$ cat src/rtl/jacobian_sequencer.sv
// -----------------------------------------------------------------------------
// jacobian_sequencer
//   Builds the 6x6 manipulator Jacobian one column per revolute joint. For each
//   joint it fetches the z axis and origin o from the T-matrix source, forms
//   d = s - o, issues the six cross-product multiplies z x d to the external
//   multiplier lanes, and writes the column {z, z x d} to the Jacobian bank.
//
// Ports
//   clk, reset          : clock, synchronous active-high reset
//   start               : begin a run (sampled only in IDLE)
//   busy, done          : run in progress / one-cycle completion pulse
//   joint, count        : joint being processed / cycle counter for the run
//   s_in                : end-effector position {s2,s1,s0}, latched at start
//   t_req, t_ack        : T-matrix request / source handshake
//   t_z, t_o            : z axis {t22,t12,t02}, origin {t23,t13,t03}
//   mul_valid, mul_a/b  : multiplier lane operands (six lanes of W bits)
//   mul_result          : lane products, MUL_LAT cycles after mul_valid
//   j_we, j_col_idx     : column write strobe / column index
//   j_col               : column {J5..J0}
// -----------------------------------------------------------------------------
module jacobian_sequencer #(
  parameter int JOINTS  = 6,
  parameter int W       = 27,
  parameter int MUL_LAT = 5
) (
  input  logic           clk,
  input  logic           reset,
  input  logic           start,
  output logic           busy,
  output logic           done,
  output logic [2:0]     joint,
  output logic [8:0]     count,
  input  logic [3*W-1:0] s_in,
  output logic           t_req,
  input  logic           t_ack,
  input  logic [3*W-1:0] t_z,
  input  logic [3*W-1:0] t_o,
  output logic           mul_valid,
  output logic [6*W-1:0] mul_a,
  output logic [6*W-1:0] mul_b,
  input  logic [6*W-1:0] mul_result,
  output logic           j_we,
  output logic [2:0]     j_col_idx,
  output logic [6*W-1:0] j_col
);

  localparam int             WCW        = $clog2(MUL_LAT + 1);
  localparam logic [2:0]     LAST_JOINT = 3'(JOINTS - 1);
  localparam logic [WCW-1:0] WAIT_LAST  = WCW'(MUL_LAT);

  typedef enum logic [2:0] {
    IDLE  = 3'd0,
    REQ   = 3'd1,
    DIFF  = 3'd2,
    MUL   = 3'd3,
    WAIT  = 3'd4,
    WRITE = 3'd5,
    DONE  = 3'd6
  } state_t;

  state_t         state_q, state_d;
  logic [3*W-1:0] s_q, s_d;
  logic [3*W-1:0] z_q, z_d;
  logic [3*W-1:0] o_q, o_d;
  logic [WCW-1:0] wait_cnt_q, wait_cnt_d;
  logic [2:0]     joint_q, joint_d;
  logic [8:0]     count_q, count_d;
  logic           busy_q, busy_d;
  logic           done_q, done_d;
  logic           t_req_q, t_req_d;
  logic           mul_valid_q, mul_valid_d;
  logic [6*W-1:0] mul_a_q, mul_a_d;
  logic [6*W-1:0] mul_b_q, mul_b_d;
  logic           j_we_q, j_we_d;
  logic [2:0]     j_col_idx_q, j_col_idx_d;
  logic [6*W-1:0] j_col_q, j_col_d;

  // Component views of the latched vectors and the multiplier products.
  logic [W-1:0] z0, z1, z2, d0, d1, d2;
  logic [W-1:0] r0, r1, r2, r3, r4, r5;
  logic         busy_now;

  assign z0 = z_q[0*W +: W];
  assign z1 = z_q[1*W +: W];
  assign z2 = z_q[2*W +: W];
  // d = s - o wraps modulo 2^W by construction of the W-bit subtraction.
  assign d0 = s_q[0*W +: W] - o_q[0*W +: W];
  assign d1 = s_q[1*W +: W] - o_q[1*W +: W];
  assign d2 = s_q[2*W +: W] - o_q[2*W +: W];
  assign r0 = mul_result[0*W +: W];
  assign r1 = mul_result[1*W +: W];
  assign r2 = mul_result[2*W +: W];
  assign r3 = mul_result[3*W +: W];
  assign r4 = mul_result[4*W +: W];
  assign r5 = mul_result[5*W +: W];

  assign busy_now = (state_q != IDLE) && (state_q != DONE);

  // Next-state, datapath and registered-output decode.
  always_comb begin
    state_d     = state_q;
    s_d         = s_q;
    z_d         = z_q;
    o_d         = o_q;
    wait_cnt_d  = wait_cnt_q;
    joint_d     = joint_q;
    j_col_idx_d = j_col_idx_q;
    j_col_d     = j_col_q;
    mul_a_d     = {(6*W){1'b0}};
    mul_b_d     = {(6*W){1'b0}};

    case (state_q)
      IDLE: begin
        if (start) begin
          s_d     = s_in;
          joint_d = 3'd0;
          state_d = REQ;
        end else begin
          state_d = IDLE;
        end
      end
      REQ: begin
        if (t_ack) begin
          z_d     = t_z;
          o_d     = t_o;
          state_d = DIFF;
        end else begin
          state_d = REQ;
        end
      end
      DIFF: begin
        // Operands are loaded here so they sit on the lanes during MUL.
        // Lane order, 5..0: z1*d0, z0*d1, z0*d2, z2*d0, z2*d1, z1*d2.
        mul_a_d = {z1, z0, z0, z2, z2, z1};
        mul_b_d = {d0, d1, d2, d0, d1, d2};
        state_d = MUL;
      end
      MUL: begin
        wait_cnt_d = WCW'(1);
        state_d    = WAIT;
      end
      WAIT: begin
        // Last WAIT cycle is exactly MUL_LAT cycles after MUL: products valid.
        if (wait_cnt_q == WAIT_LAST) begin
          j_col_d     = {z2, z1, z0, r4 - r5, r2 - r3, r0 - r1};
          j_col_idx_d = joint_q;
          state_d     = WRITE;
        end else begin
          wait_cnt_d = wait_cnt_q + WCW'(1);
          state_d    = WAIT;
        end
      end
      WRITE: begin
        if (joint_q == LAST_JOINT) begin
          state_d = DONE;
        end else begin
          joint_d = joint_q + 3'd1;
          state_d = REQ;
        end
      end
      DONE: begin
        state_d = IDLE;
      end
      default: begin
        state_d = IDLE;
      end
    endcase

    // count reads 1 in the first busy cycle so it equals cycles since start.
    if ((state_q == IDLE) && start) begin
      count_d = 9'd1;
    end else if (busy_now && (count_q != 9'd511)) begin
      count_d = count_q + 9'd1;
    end else begin
      count_d = count_q;
    end

    busy_d      = (state_d != IDLE) && (state_d != DONE);
    done_d      = (state_d == DONE);
    t_req_d     = (state_d == REQ);
    mul_valid_d = (state_d == MUL);
    j_we_d      = (state_d == WRITE);
  end

  // State and output registers; reset clears everything and aborts a run.
  always_ff @(posedge clk) begin
    if (reset) begin
      state_q     <= IDLE;
      s_q         <= {(3*W){1'b0}};
      z_q         <= {(3*W){1'b0}};
      o_q         <= {(3*W){1'b0}};
      wait_cnt_q  <= {WCW{1'b0}};
      joint_q     <= 3'd0;
      count_q     <= 9'd0;
      busy_q      <= 1'b0;
      done_q      <= 1'b0;
      t_req_q     <= 1'b0;
      mul_valid_q <= 1'b0;
      mul_a_q     <= {(6*W){1'b0}};
      mul_b_q     <= {(6*W){1'b0}};
      j_we_q      <= 1'b0;
      j_col_idx_q <= 3'd0;
      j_col_q     <= {(6*W){1'b0}};
    end else begin
      state_q     <= state_d;
      s_q         <= s_d;
      z_q         <= z_d;
      o_q         <= o_d;
      wait_cnt_q  <= wait_cnt_d;
      joint_q     <= joint_d;
      count_q     <= count_d;
      busy_q      <= busy_d;
      done_q      <= done_d;
      t_req_q     <= t_req_d;
      mul_valid_q <= mul_valid_d;
      mul_a_q     <= mul_a_d;
      mul_b_q     <= mul_b_d;
      j_we_q      <= j_we_d;
      j_col_idx_q <= j_col_idx_d;
      j_col_q     <= j_col_d;
    end
  end

  assign busy      = busy_q;
  assign done      = done_q;
  assign joint     = joint_q;
  assign count     = count_q;
  assign t_req     = t_req_q;
  assign mul_valid = mul_valid_q;
  assign mul_a     = mul_a_q;
  assign mul_b     = mul_b_q;
  assign j_we      = j_we_q;
  assign j_col_idx = j_col_idx_q;
  assign j_col     = j_col_q;

endmodule

$ cat config.mk
export PLATFORM = sky130hd
export DESIGN_NAME = jacobian_sequencer
export DESIGN_NICKNAME = d
export VERILOG_FILES = /design/src/rtl/jacobian_sequencer.sv
export SDC_FILE = /design/constraint.sdc
export NUM_CORES = 1
export LEC_CHECK = 0
export BUFFER_PORTS_ARGS = -buffer_cell sky130_fd_sc_hd__buf_2
export CORE_AREA = 2 2 352 354
export CTS_BUF_LIST = sky130_fd_sc_hd__clkbuf_8
export DETAILED_ROUTE_END_ITERATION = 16
export DIE_AREA = 0 0 354 356
export SYNTH_ARGS = -nofsm -noshare
export SYNTH_HDL_FRONTEND = slang
export SYNTH_SLANG_ARGS = --single-unit
$ cat constraint.sdc
create_clock -name clk -period 3.86 [get_ports clk]
set_clock_uncertainty 0.1 [all_clocks]
set_input_delay 0.386 -clock clk [delete_from_list [all_inputs] [get_ports clk]]
set_output_delay 0.386 -clock clk [all_outputs]
set_load 0.02 [all_outputs]
After elaboration in Yosys (flattened, before gate mapping)
Index checks and enable logic that the tools add are counted.
{ "totals": {"ff_bits": 755, "latchBits": 0, "mem_bits_rw": 0, "mem_bits_ro": 0, "output_inout_bits": 506, "mem_count": 0} }
{ "classes": {"add_sub_neg": 9, "multipliers": 0, "n_div": 0, "magnitude_cmp": 0, "n_eq_ne": 17, "n_shift": 0, "muxes": 12, "bitwise": 1, "n_reduce_logical": 17} }
{ "op_table": {"columns": ["cell", "n"], "rows": [
  ["27-bit subtractor", 6],
  ["3-bit == test (second input constant)", 6],
  ["3-bit case mux with 6 select lines", 1],
  ["3-bit 2-to-1 mux", 4],
  ["3-bit case mux with 2 select lines", 2],
  ["9-bit by 1-bit adder with 9-bit output (second input constant)", 1],
  ["3-bit by 2-bit == test with 1-bit output (second input constant)", 3],
  ["9-bit inequality test (second input constant)", 1],
  ["2-bit AND reduction", 4],
  ["3-bit by 1-bit adder with 3-bit output (second input constant)", 2],
  ["3-bit by 1-bit == test with 1-bit output (second input constant)", 2],
  ["2-bit inequality test (second input constant)", 3],
  ["3-bit inequality test (second input constant)", 2],
  ["2-bit nonzero test", 3],
  ["3-bit nonzero test", 2],
  ["1-bit logical AND", 4],
  ["1-bit 2-to-1 mux", 4],
  ["2-bit OR reduction", 2],
  ["3-bit logical NOT", 1],
  ["3-bit AND reduction", 1],
  ["2-bit 2-to-1 mux", 1],
  ["1-bit inverter", 1]
]} }

Longest topological paths before layout
Gate-level depths: netlist of the first run.
{ "depth": {"ltp_word": 5, "mapped_depth": 12, "ltp_nobuf": 12} }

Worst setup path before layout of the first run
Ideal clock, no wire load.
{ "synth_timing": {"path_type": "input to register", "start": "input mul_result[0]", "end": "register j_col_q[26] (netlist: j_col[26])", "setup_time_ns": 0.125, "arrival_time_ns": 2.686, "path_slack_ns": 0.949, "stages": 12, "path_buffers": 0, "cell_sequence": "inv_1 -> ha_1 -> inv_1 -> fa_1 -> a21o_1 -> a221o_1 -> o21ai_2 -> a21boi_2 -> a311o_2 -> a311oi_2 -> xnor2_1 -> o21ai_1"} }
{ "synth_between": {"elab_chain_cells": 1} }
{ "synth_rtl": {"columns": ["element", "line", "text"], "rows": [
  ["start: declaration", "41", "input logic [6*W-1:0] mul_result,"],
  ["27-bit subtractor", "145", "j_col_d = {z2, z1, z0, r4 - r5, r2 - r3, r0 - r1};"],
  ["end signal: assignment", "203", "j_col_q <= {(6*W){1'b0}};"],
  ["end signal: assignment", "220", "j_col_q <= j_col_d;"],
  ["end: declaration", "76", "logic [6*W-1:0] j_col_q, j_col_d;"]
]} }
Every way passes these cells.
A chain may end at the register's enable or synchronous reset.

Worst setup path in the final report of the first run
{ "layout_timing": {"start": "input mul_result[55]", "end": "register j_col_q[52] (netlist: j_col[52])"} }
The elaborated chain is that of the path after synthesis.

==> run summary, run 1 <==
Nets@finish -> 5,230
Placer Congestion -> 0.8861
Post-synth EDFFs -> 0
Fin. Hold Viols -> 0
RSZ-0062 raised after global routing -> false
R2r setup slk -> 0.59 ns
Drt pass-1 iters -> 5
Yosys reg bits -> 593
Fillcell total -> 12,833
Largest net degree at the start of global routing -> 179
Die X -> 354 um
Clk sinks -> 593
Max-cap violations -> 0
CTS tree -> done
R2R Path End -> mul_b[155]$_SDFF_PP0_
Clock Power Share -> 40.1%
Top cell type's share of synthesized area -> 41.31%
Htree depth -> 3
Syn Inst Count -> 3,616
Hold path depth -> 3
Status -> finished, final reports clean
Setup crit start kind -> input pin
# IOs -> 915
Combinational Power Share -> 21.3%
PwrDens -> 421.5 nW/um^2
Cell Int Power -> 11.62 mW
Starting Density -> 23.43%
Clk_lat worst skew -> 0.79 ns
DR WL/cell -> 17.91 um
Leakage power -> 18.17 nW
Worst EP arrival -> 4.13 ns
Clk slew on worst S/H paths -> 0.06 ns
Post-CTS setup buffer count -> 0
Hold path start -> mul_result[134]
Critical Path End Type -> register
Worst-margin pin slew -> 1.175 ns
Final period utilization -> 91.01%
Mapped Area -> 28,740 um^2
Max Root-Sink Buffers -> 3
Die Area -> 126,000 um^2
Critical path class -> input pin to register
Post-synth ARST share -> 0%
Area grow syn2layout -> 38.02%
Dpl hpwl -> 83.99 mm
Vias per Instance -> 4.494
Core Region -> 122,700 um^2
VDD IR max -> 0.2698 mV
Min cycle time layout -> 3.513 ns
Number of global-route vias before repair -> 27,713
CTS root buf -> clkbuf_8
DRC errors left -> 0
IO Port Bufs -> 914
Initial antenna violation count -> 10
Via count -> 28,707
Hold Path Class -> input pin to register
Min-Delay Endpoint -> j_col[80]$_SDFFE_PP0P_
Largest area contributor in the netlist -> dfxtp_1
FF-to-FF Start -> s_q[0]$_SDFFE_PP0P_
Critical path fanouts, max -> 3
First-pass GRT wire length -> 167.7 mm
Peak Freq -> 284.7 MHz
Worst slack at placement -> 0.6081 ns
GRT Total Usage -> 17.27%
Switching pwr -> 5.099 mW
Sequential-to-total area share from yosys stat -> 41.31%
Final setup violating endpoints -> 0
Fraction of layout cells with a size suffix above 1 -> 24.32%
Initial DRC Count -> 1,809
Post-Route WL -> 114.4 mm
Die height -> 356 um
Critical path required time -> 4.47 ns
Total gr overflow -> 0
Reg power frac -> 38.7%
Hold Slack -> 0.1123 ns
Syn. warnings -> 0
Mean Syn Cell Area -> 7.947 um^2
Inserted Clock Buffers -> 106
Switching part of the total -> 30.50%
Dominant synthesized flop cell -> dfxtp_1
Antenna Nets Post-Route -> 0
FP Rows -> 129
Setup TNS -> 0 ns
Final WS setup -> 0.3471 ns
Reg2Reg Depth -> 12
Synth top area cells -> dfxtp_1, nand2_1, a21oi_1, ha_1, buf_4
Yosys cell types -> 79
Slew Viols, Final -> 0
Slew margin rel. -> 21.68%
Total nets after synthesis -> 4,193
layer usage:
metal / track usage, % / routed length (um) / share of wire [%]
met1: 21.81 / 49770 / 44
met4: 5.924 / 3166 / 2.8
met2: 29.01 / 53990 / 47
met5: 0 / 26 / 0.023
met3: 3.723 / 7429 / 6.5
state kept, by name (all words and copies together) (netlist names), 3 cells and up:
signal      cells
state_q         3
wait_cnt_q      3
j_col         162
joint           3
mul_a          81
j_col_idx       3
s_q            81
mul_b          81
z_q            81
count           9
o_q            81
synth_stat cells (10+ instances only):
master	n
inv_1	193
a211oi_1	27
or3_1	10
and2_1	96
nand2_1	826
xnor2_1	68
a31oi_1	26
nor2_1	163
o21ai_0	79
nand4_1	22
nor2b_1	23
and3_1	17
ha_1	162
nand2b_1	22
buf_4	162
clkbuf_1	183
xor2_1	66
o21bai_1	17
nand3_1	37
dfxtp_1	593
a21oi_1	496
o21a_1	27
nor3_1	37
a21o_1	89
o21ai_1	13
critical path: stages:
cell and delay [ns]:
dlygate4sd3_1 0.54, buf_2 0.14, ha_1 0.28, nor2b_1 0.16, o2111ai_1 0.29, a21oi_1 0.15
o21ai_0 0.25, nand3_1 0.17, o21ai_1 0.34, nand4_1 0.14, dlygate4sd3_1 0.58, a31oi_1 0.16
dlygate4sd3_1 0.56
per-stage QoR:
step                instances  utilization, %  total power, mW  area [um^2]
global placement         5846           27.59            9.772        33840
detailed placement       5846           27.59            9.800        33840
finish                   6388           32.33            16.72        39660
CTS                      6382           32.32            16.95        39650
global route             6385           32.33            17.60        39660
floorplan                3616               -            8.814        28740
area by class of cell:
| type | instances | area (um^2) | area share [%] |
|---|---|---|---|
| multi-input combinational | 2482 | 14260 | 35.96 |
| sequential | 593 | 11870 | 29.93 |
| timing repair buffer | 1277 | 8300 | 20.93 |
| tap | 1637 | 2048 | 5.164 |
| clock buffer | 143 | 1968 | 4.962 |
| inverter | 193 | 725.7 | 1.830 |
| clock inverter | 57 | 473.0 | 1.192 |
| antenna | 6 | 15.01 | 0.03785 |
power groups by stage:
| stage | sequential (mW) | combinational (mW) | clock (mW) |
|---|---|---|---|
| 3_5_place_dp | 6.59 | 3.21 | 0 |
| 4_1_cts | 6.46 | 3.54 | 6.94 |
| 5_1_grt | 6.48 | 3.92 | 7.21 |
| 3_3_place_gp | 6.59 | 3.18 | 0 |
| 2_1_floorplan | 6.57 | 2.25 | 0 |
| 6_report | 6.46 | 3.55 | 6.70 |
layout by cell type (no fill, tap or decap), types with 15 or more instances in the layout:
cell / n
nand3_1: 37
dfxtp_1: 593
xnor2_1: 68
a21oi_1: 496
xor2_1: 66
ha_1: 162
nor3_1: 37
a21o_1: 89
dlygate4sd3_1: 336
and2_1: 94
o21ai_0: 79
clkinv_2: 21
buf_2: 913
nand2_1: 824
and3_1: 17
buf_4: 15
o21bai_1: 17
a31oi_1: 26
nand4_1: 22
inv_1: 213
nor2b_1: 23
o21a_1: 27
nand2b_1: 22
a211oi_1: 27
nor2_1: 161
clkbuf_8: 143
cells by family (layout without fill, tap and decap cells):
group,after synthesis,count (layout),synth area share (%)
and+or+nand+nor,1290,1290,19.29
buffers and inverters,541,1670,9.183
muxes,9,9,0.3179
DFF,593,593,41.31
adders and majority gates,168,168,7.472
xor gates and xnor gates,134,134,4.084
AOI/OAI and AO/OA,881,881,18.34
other,0,6,0
what timing repair did:
item                      CTS  global route
hold endpoints to repair  317             0
hold buffers              336             0
gates resized for setup     0             0
how the worst max path moves through the flow:
stage	from	cells past startpoint	slack, ns	end
final	mul_result[55]	13	0.35	j_col[52]$_SDFFE_PP0P_
after global placement	mul_result[0]	13	0.61	j_col[26]$_SDFFE_PP0P_
after floorplan	mul_result[0]	12	0.95	j_col[26]$_SDFFE_PP0P_
after CTS	mul_result[55]	13	0.51	j_col[52]$_SDFFE_PP0P_
after global routing	mul_result[55]	13	0.16	j_col[52]$_SDFFE_PP0P_
after detailed placement	mul_result[108]	13	0.61	j_col[78]$_SDFFE_PP0P_
Power figures use the tool's default switching activity.
==> inputs of run 2 (changes only) <==
PLACE_DENSITY_LB_ADDON = 0.08   (was not set)
==> run 2 against run 1 <==
Net effect: clock-buffer cell count increased by 19; register-to-register slack improved by 0.04 ns; design area increased by 1.5%; worst setup slack got worse by 0.0090 ns; clock power increased by 8.8%; utilization increased by 0.47 points; largest cell class unchanged; cell count increased by 1.0%; via count decreased by 2.4%; die area unchanged.
==> run summary, run 2 (same netlist as run 1, synthesis figures left out) <==
CP dominant cell by count -> dlygate4sd3_1
Clk sinks -> 593 (unchanged)
Final WS setup -> 0.3380 ns (-0.009041 ns)
Via count -> 28,007 (-2.4%)
Largest net degree at the start of global routing -> 125 (-30%)
Hold Path Class -> input pin to register
Area grow syn2layout -> 40.04%
Slew Viols, Final -> 0 (unchanged)
Slew margin rel. -> 39.45% (+18 points)
Setup TNS -> 0 ns (unchanged)
Core Region -> 122,700 um^2 (unchanged)
Fin. Hold Viols -> 0 (unchanged)
GRT Total Usage -> 18.43% (+1.2 points)
Die X -> 354 um (unchanged)
Critical Path End Type -> register
CTS root buf -> clkbuf_8
RSZ-0062 raised after global routing -> false
Critical path required time -> 4.50 ns (+0.03 ns)
Total gr overflow -> 0 (unchanged)
IO Port Bufs -> 914 (unchanged)
Worst EP arrival -> 4.16 ns (+0.03 ns)
Status -> finished, final reports clean
Worst slack at placement -> 0.5230 ns (-0.08512 ns)
Max-cap violations -> 0 (unchanged)
Post-CTS setup buffer count -> 0 (unchanged)
R2r setup slk -> 0.63 ns (+0.04 ns)
Antenna Nets Post-Route -> 0 (unchanged)
Worst-margin pin slew -> 0.9083 ns (-0.2665 ns)
R2R Path End -> mul_b[155]$_SDFF_PP0_
Slowest CP cell -> dlygate4sd3_1
Htree depth -> 3 (unchanged)
FP Rows -> 129 (unchanged)
Peak Freq -> 283.9 MHz (-0.26%)
Nets@finish -> 5,278 (+0.92%)
DRC errors left -> 0 (unchanged)
Initial antenna violation count -> 27 (+17)
Max FFs per register -> 162 (unchanged)
PwrDens -> 430.6 nW/um^2 (+2.2%)
Max Root-Sink Buffers -> 3 (unchanged)
Most frequent cells in the layout -> buf_2, nand2_1, dfxtp_1
Min cycle time layout -> 3.522 ns (+0.009041 ns)
Vias per Instance -> 4.340 (-3.4%)
Post-layout util -> 32.81% (+0.47 points)
Reg2Reg Depth -> 12 (unchanged)
Die height -> 356 um (unchanged)
CTS tree -> done
Total power -> 17.33 mW (+3.7%)
Number of global-route vias before repair -> 28,447 (+2.6%)
Clk slew on worst S/H paths -> 0.06 ns (about the same)
Drt pass-1 iters -> 5 (unchanged)
Worst setup path end -> j_col[52]$_SDFFE_PP0P_
FF-to-FF Start -> s_q[0]$_SDFFE_PP0P_
# IOs -> 915 (unchanged)
Setup crit start kind -> input pin
Critical path fanouts, max -> 6 (+3)
Clk_lat worst skew -> 0.80 ns (about the same)
Leakage power -> 18.54 nW (+2.1%)
Worst path max stage delay -> 0.60 ns (+0.02 ns)
Inserted Clock Buffers -> 119 (+12%)
Initial DRC Count -> 1,153 (-36%)
Post-Route WL -> 120.3 mm (+5.2%)
Hold Slack -> 0.1148 ns (+0.002482 ns)
Die Area -> 126,000 um^2 (unchanged)
Critical path class -> input pin to register
Fraction of layout cells with a size suffix above 1 -> 24.60% (+0.28 points)
Final setup violating endpoints -> 0 (unchanged)
Most common cell after layout, fill and taps aside -> buf_2
Worst-path cell chain -> dlygate4sd3_1 -> buf_2 -> ha_1 -> a21o_1 -> a31oi_1 -> a21oi_1 -> o21ai_0 -> nand3_1 -> o21ai_1 -> nand4_1 -> dlygate4sd3_1 -> a31oi_1 -> dlygate4sd3_1
VDD IR max -> 0.2517 mV (-6.7%)
CP Launch Point -> mul_result[58]
First-pass GRT wire length -> 177.4 mm (+5.8%)
Hold path depth -> 5 (+2)
DR WL/cell -> 18.64 um (+4.1%)
Dpl hpwl -> 88.73 mm (+5.6%)
Final period utilization -> 91.24% (+0.23 points)
Placer Congestion -> 0.8344 (-5.8%)
Starting Density -> 23.43% (unchanged)
-- run 2: changes by cell type in the layout (fill, tap and decap cells not counted), sizes merged --
| cell | delta |
|---|---|
| dlygate4sd3 | +29 |
| clkbuf | +19 |
| buf | +6 |
| diode | +6 |
| clkinv | +5 |
| clkinvlp | +1 |
| inv | -1 |
-- run 2: report_power, final --
group / internal, mW / switching, mW / leakage [nW] / total (mW)
clock: 4.16 / 3.14 / 1.50 / 7.29
combinational: 1.58 / 2.01 / 12.2 / 3.59
sequential: 6.31 / 0.133 / 4.80 / 6.44
total: 12.0 / 5.29 / 18.5 / 17.3
-- run 2: critical path, delay by kind of cell --
family,cells,cell delay (ns)
simple gates,2,0.28
fa+ha+maj,1,0.37
compound gates,6,1.29
buf+inv,4,1.82
-- run 2: how the worst min path moves through the flow --
stage / slack, ns / from / endpoint
5_1_grt: 0.05 / mul_result[144] / j_col[63]$_SDFFE_PP0P_
4_1_cts: 0.00002 / reset / s_q[40]$_SDFFE_PP0P_
3_3_place_gp: 0.33 / j_col[11]$_SDFFE_PP0P_ / j_col[11]$_SDFFE_PP0P_
6_report: 0.11 / mul_result[70] / j_col[43]$_SDFFE_PP0P_
2_1_floorplan: 0.34 / o_q[10]$_SDFFE_PP0N_ / o_q[10]$_SDFFE_PP0N_
3_5_place_dp: 0.34 / j_col[58]$_SDFFE_PP0P_ / j_col[58]$_SDFFE_PP0P_
-- run 2: layout make-up --
type / count / area (um^2)
diodes: 12 / 30.03
clock buffers: 162 / 2230
clock inverters: 62 / 478.0
fillers: 13396 / 82430
inverters: 193 / 725.7
multi-input cells: 2482 / 14260
flip-flops and latches: 593 / 11870
well taps: 1637 / 2048
repair buffers: 1312 / 8598
-- run 2: what timing repair did --
action,4_1_cts,5_1_grt
hold buffers,365,0
gates resized for setup,0,0
endpoints found under the hold margin,296,0
-- run 2: per-layer routing --
metal	routed length, um	track usage, %
met4	3076	5.331
met1	53350	23.24
met5	150	0
met3	7114	4.763
met2	56600	30.85
-- run 2: per-stage QoR --
stage | instances | cell area [um^2]
after floorplan | 3616 | 28740
after global placement | 5852 | 33850
after detailed placement | 5852 | 33850
after CTS | 6441 | 40210
after global routing | 6449 | 40230
final | 6453 | 40240
==> inputs of run 3 (changes only) <==
clock period = 4.3 ns   (was 3.86 ns; I/O delays follow)
==> run 3 against run 2 <==
Net effect: cell count shrank 0.82%; sequential power shrank 10%; combinational power shrank 12%; highest routed layer unchanged; clock-buffer cell count shrank 33; worst setup slack gained 0.36 ns.
==> run summary, run 3 (same netlist as run 1, synthesis figures left out) <==
Status -> finished, final reports clean
Die Area -> 126,000 um^2 (unchanged)
Final setup violating endpoints -> 0 (unchanged)
Clk_lat worst skew -> 0.83 ns (+0.03 ns)
Leakage power -> 18.25 nW (-1.6%)
Via count -> 27,784 (-0.80%)
Max Root-Sink Buffers -> 3 (unchanged)
Max FFs per register -> 162 (unchanged)
Placer Congestion -> 0.8351 (about the same)
Hold Path Class -> input pin to register
Placed Cells -> 5,849 (-0.051%)
Most frequent cells in the layout -> buf_2, nand2_1, dfxtp_1
Register area -> 11,870 um^2 (unchanged)
Slew margin rel. -> 35.08% (-4.4 points)
CTS tree -> done
Hold path start -> mul_result[124]
Peak Freq -> 277.7 MHz
VDD IR max -> 0.2252 mV (-11%)
Initial DRC Count -> 1,151 (-0.17%)
Area grow syn2layout -> 37.35%
Number of global-route vias before repair -> 27,871 (-2.0%)
Max-cap violations -> 0 (unchanged)
Initial antenna violation count -> 28 (+3.7%)
Worst-margin pin slew -> 0.9739 ns (+0.06558 ns)
DRC errors left -> 0 (unchanged)
Critical path fanouts, max -> 31 (+25)
DR WL/cell -> 18.63 um (about the same)
GRT Total Usage -> 18.20% (-0.22 points)
Clk sinks -> 593 (unchanged)
Fin. Hold Viols -> 0 (unchanged)
Largest net degree at the start of global routing -> 118 (-5.6%)
Critical Path End Type -> register
Post-Route WL -> 119.2 mm (-0.89%)
Final WS setup -> 0.6992 ns (+0.3612 ns)
Setup crit start kind -> register
Die X -> 354 um (unchanged)
PwrDens -> 373.3 nW/um^2 (-13%)
Post-CTS setup buffer count -> 0 (unchanged)
Setup TNS -> 0 ns (unchanged)
CP Launch Point -> state_q[1]$_SDFF_PP0_
Fillcell total -> 13,471 (+0.56%)
Most common cell after layout, fill and taps aside -> buf_2
Worst path max stage delay -> 0.57 ns (-0.03 ns)
Worst slack at placement -> 0.8748 ns (+0.3519 ns)
Final std cells w/o fill -> 6,400 (-0.82%)
Multi-input logic area -> 14,260 um^2 (unchanged)
FP Rows -> 129 (unchanged)
Critical path required time -> 4.93 ns (+0.43 ns)
Slew Viols, Final -> 0 (unchanged)
Slowest CP cell -> dlygate4sd3_1
Final period utilization -> 83.74%
Reg2Reg Depth -> 9 (-3)
CTS root buf -> clkbuf_8
First-pass GRT wire length -> 174.8 mm (-1.5%)
Antenna Nets Post-Route -> 0 (unchanged)
Dpl hpwl -> 88.26 mm (-0.53%)
Starting Density -> 23.43% (unchanged)
Total gr overflow -> 0 (unchanged)
Worst EP arrival -> 4.24 ns (+0.08 ns)
Die height -> 356 um (unchanged)
Worst-path cell chain -> nor2_1 -> nand2_1 -> nor2_4 -> buf_12 -> buf_4 -> nand4_1 -> dlygate4sd3_1 -> a31oi_1 -> dlygate4sd3_1
Fraction of layout cells with a size suffix above 1 -> 23.78% (-0.83 points)
CP dominant cell by count -> dlygate4sd3_1
Critical path class -> register to register
Min cycle time layout -> 3.601 ns
Core Region -> 122,700 um^2 (unchanged)
Inserted Clock Buffers -> 114 (-4.2%)
Htree depth -> 3 (unchanged)
FF-to-FF Start -> state_q[1]$_SDFF_PP0_
RSZ-0062 raised after global routing -> false
IO Port Bufs -> 914 (unchanged)
Hold path depth -> 4 (-1)
R2r setup slk -> 0.70 ns (+0.07 ns)
Nets@finish -> 5,234 (-0.83%)
Vias per Instance -> 4.341 (about the same)
Drt pass-1 iters -> 5 (unchanged)
# IOs -> 915 (unchanged)
Clk slew on worst S/H paths -> 0.06 ns (about the same)
run 3: per-layer routing:
metal | part of all wire [%] | global-route usage [%] | up-vias
li1 | - | - | 14016
met1 | 44 | 22.57 | 12836
met2 | 47 | 30.47 | 727
met3 | 6.5 | 4.994 | 175
met4 | 2.5 | 5.864 | 30
met5 | 0.17 | 0 | -
run 3: final cells by class:
class | count | area share, %
Multi-Input combinational cell | 2482 | 36.13
Sequential cell | 593 | 30.08
Timing Repair Buffer | 1273 | 20.81
Tap cell | 1637 | 5.189
Clock buffer | 129 | 4.498
Inverter | 193 | 1.839
Clock inverter | 82 | 1.379
Antenna cell | 11 | 0.06974
run 3: power by group:
| part | internal (mW) | total [mW] | leakage (nW) | switching [mW] |
|---|---|---|---|---|
| registers | 5.67 | 5.79 | 4.80 | 0.122 |
| clock network | 3.07 | 5.78 | 1.41 | 2.70 |
| logic | 1.39 | 3.17 | 12.0 | 1.79 |
run 3: final timing paths:
check	end
hold reg to reg	j_col[16]$_SDFFE_PP0P_
setup / recovery	j_col[52]$_SDFFE_PP0P_
hold / removal	j_col[70]$_SDFFE_PP0P_
setup reg to reg	j_col[52]$_SDFFE_PP0P_
run 3: what timing repair did:
action | in CTS | in global routing
resized for setup | 0 | 0
hold buffers | 329 | 0
hold endpoints to repair | 289 | 0
run 3: critical path, delay by kind of cell, from the launching register on:
kind,cells,cell delay [ns]
flip-flops,1,0.46
AO/OA/AOI/OAI,1,0.15
AND/OR/NAND/NOR,4,1.02
buffers and inverters,4,1.78
run 3: stage by stage:
stage,power (mW),hold slack [ns],util [%],instance area (um^2)
floorplan,7.912,0.3363,-,28740
global placement,8.860,0.3332,27.58,33830
detailed placement,8.840,0.3370,27.58,33830
CTS,15.08,0.0004700,32.15,39440
global route,15.63,0.07182,32.16,39450
finish,14.73,0.1318,32.18,39470
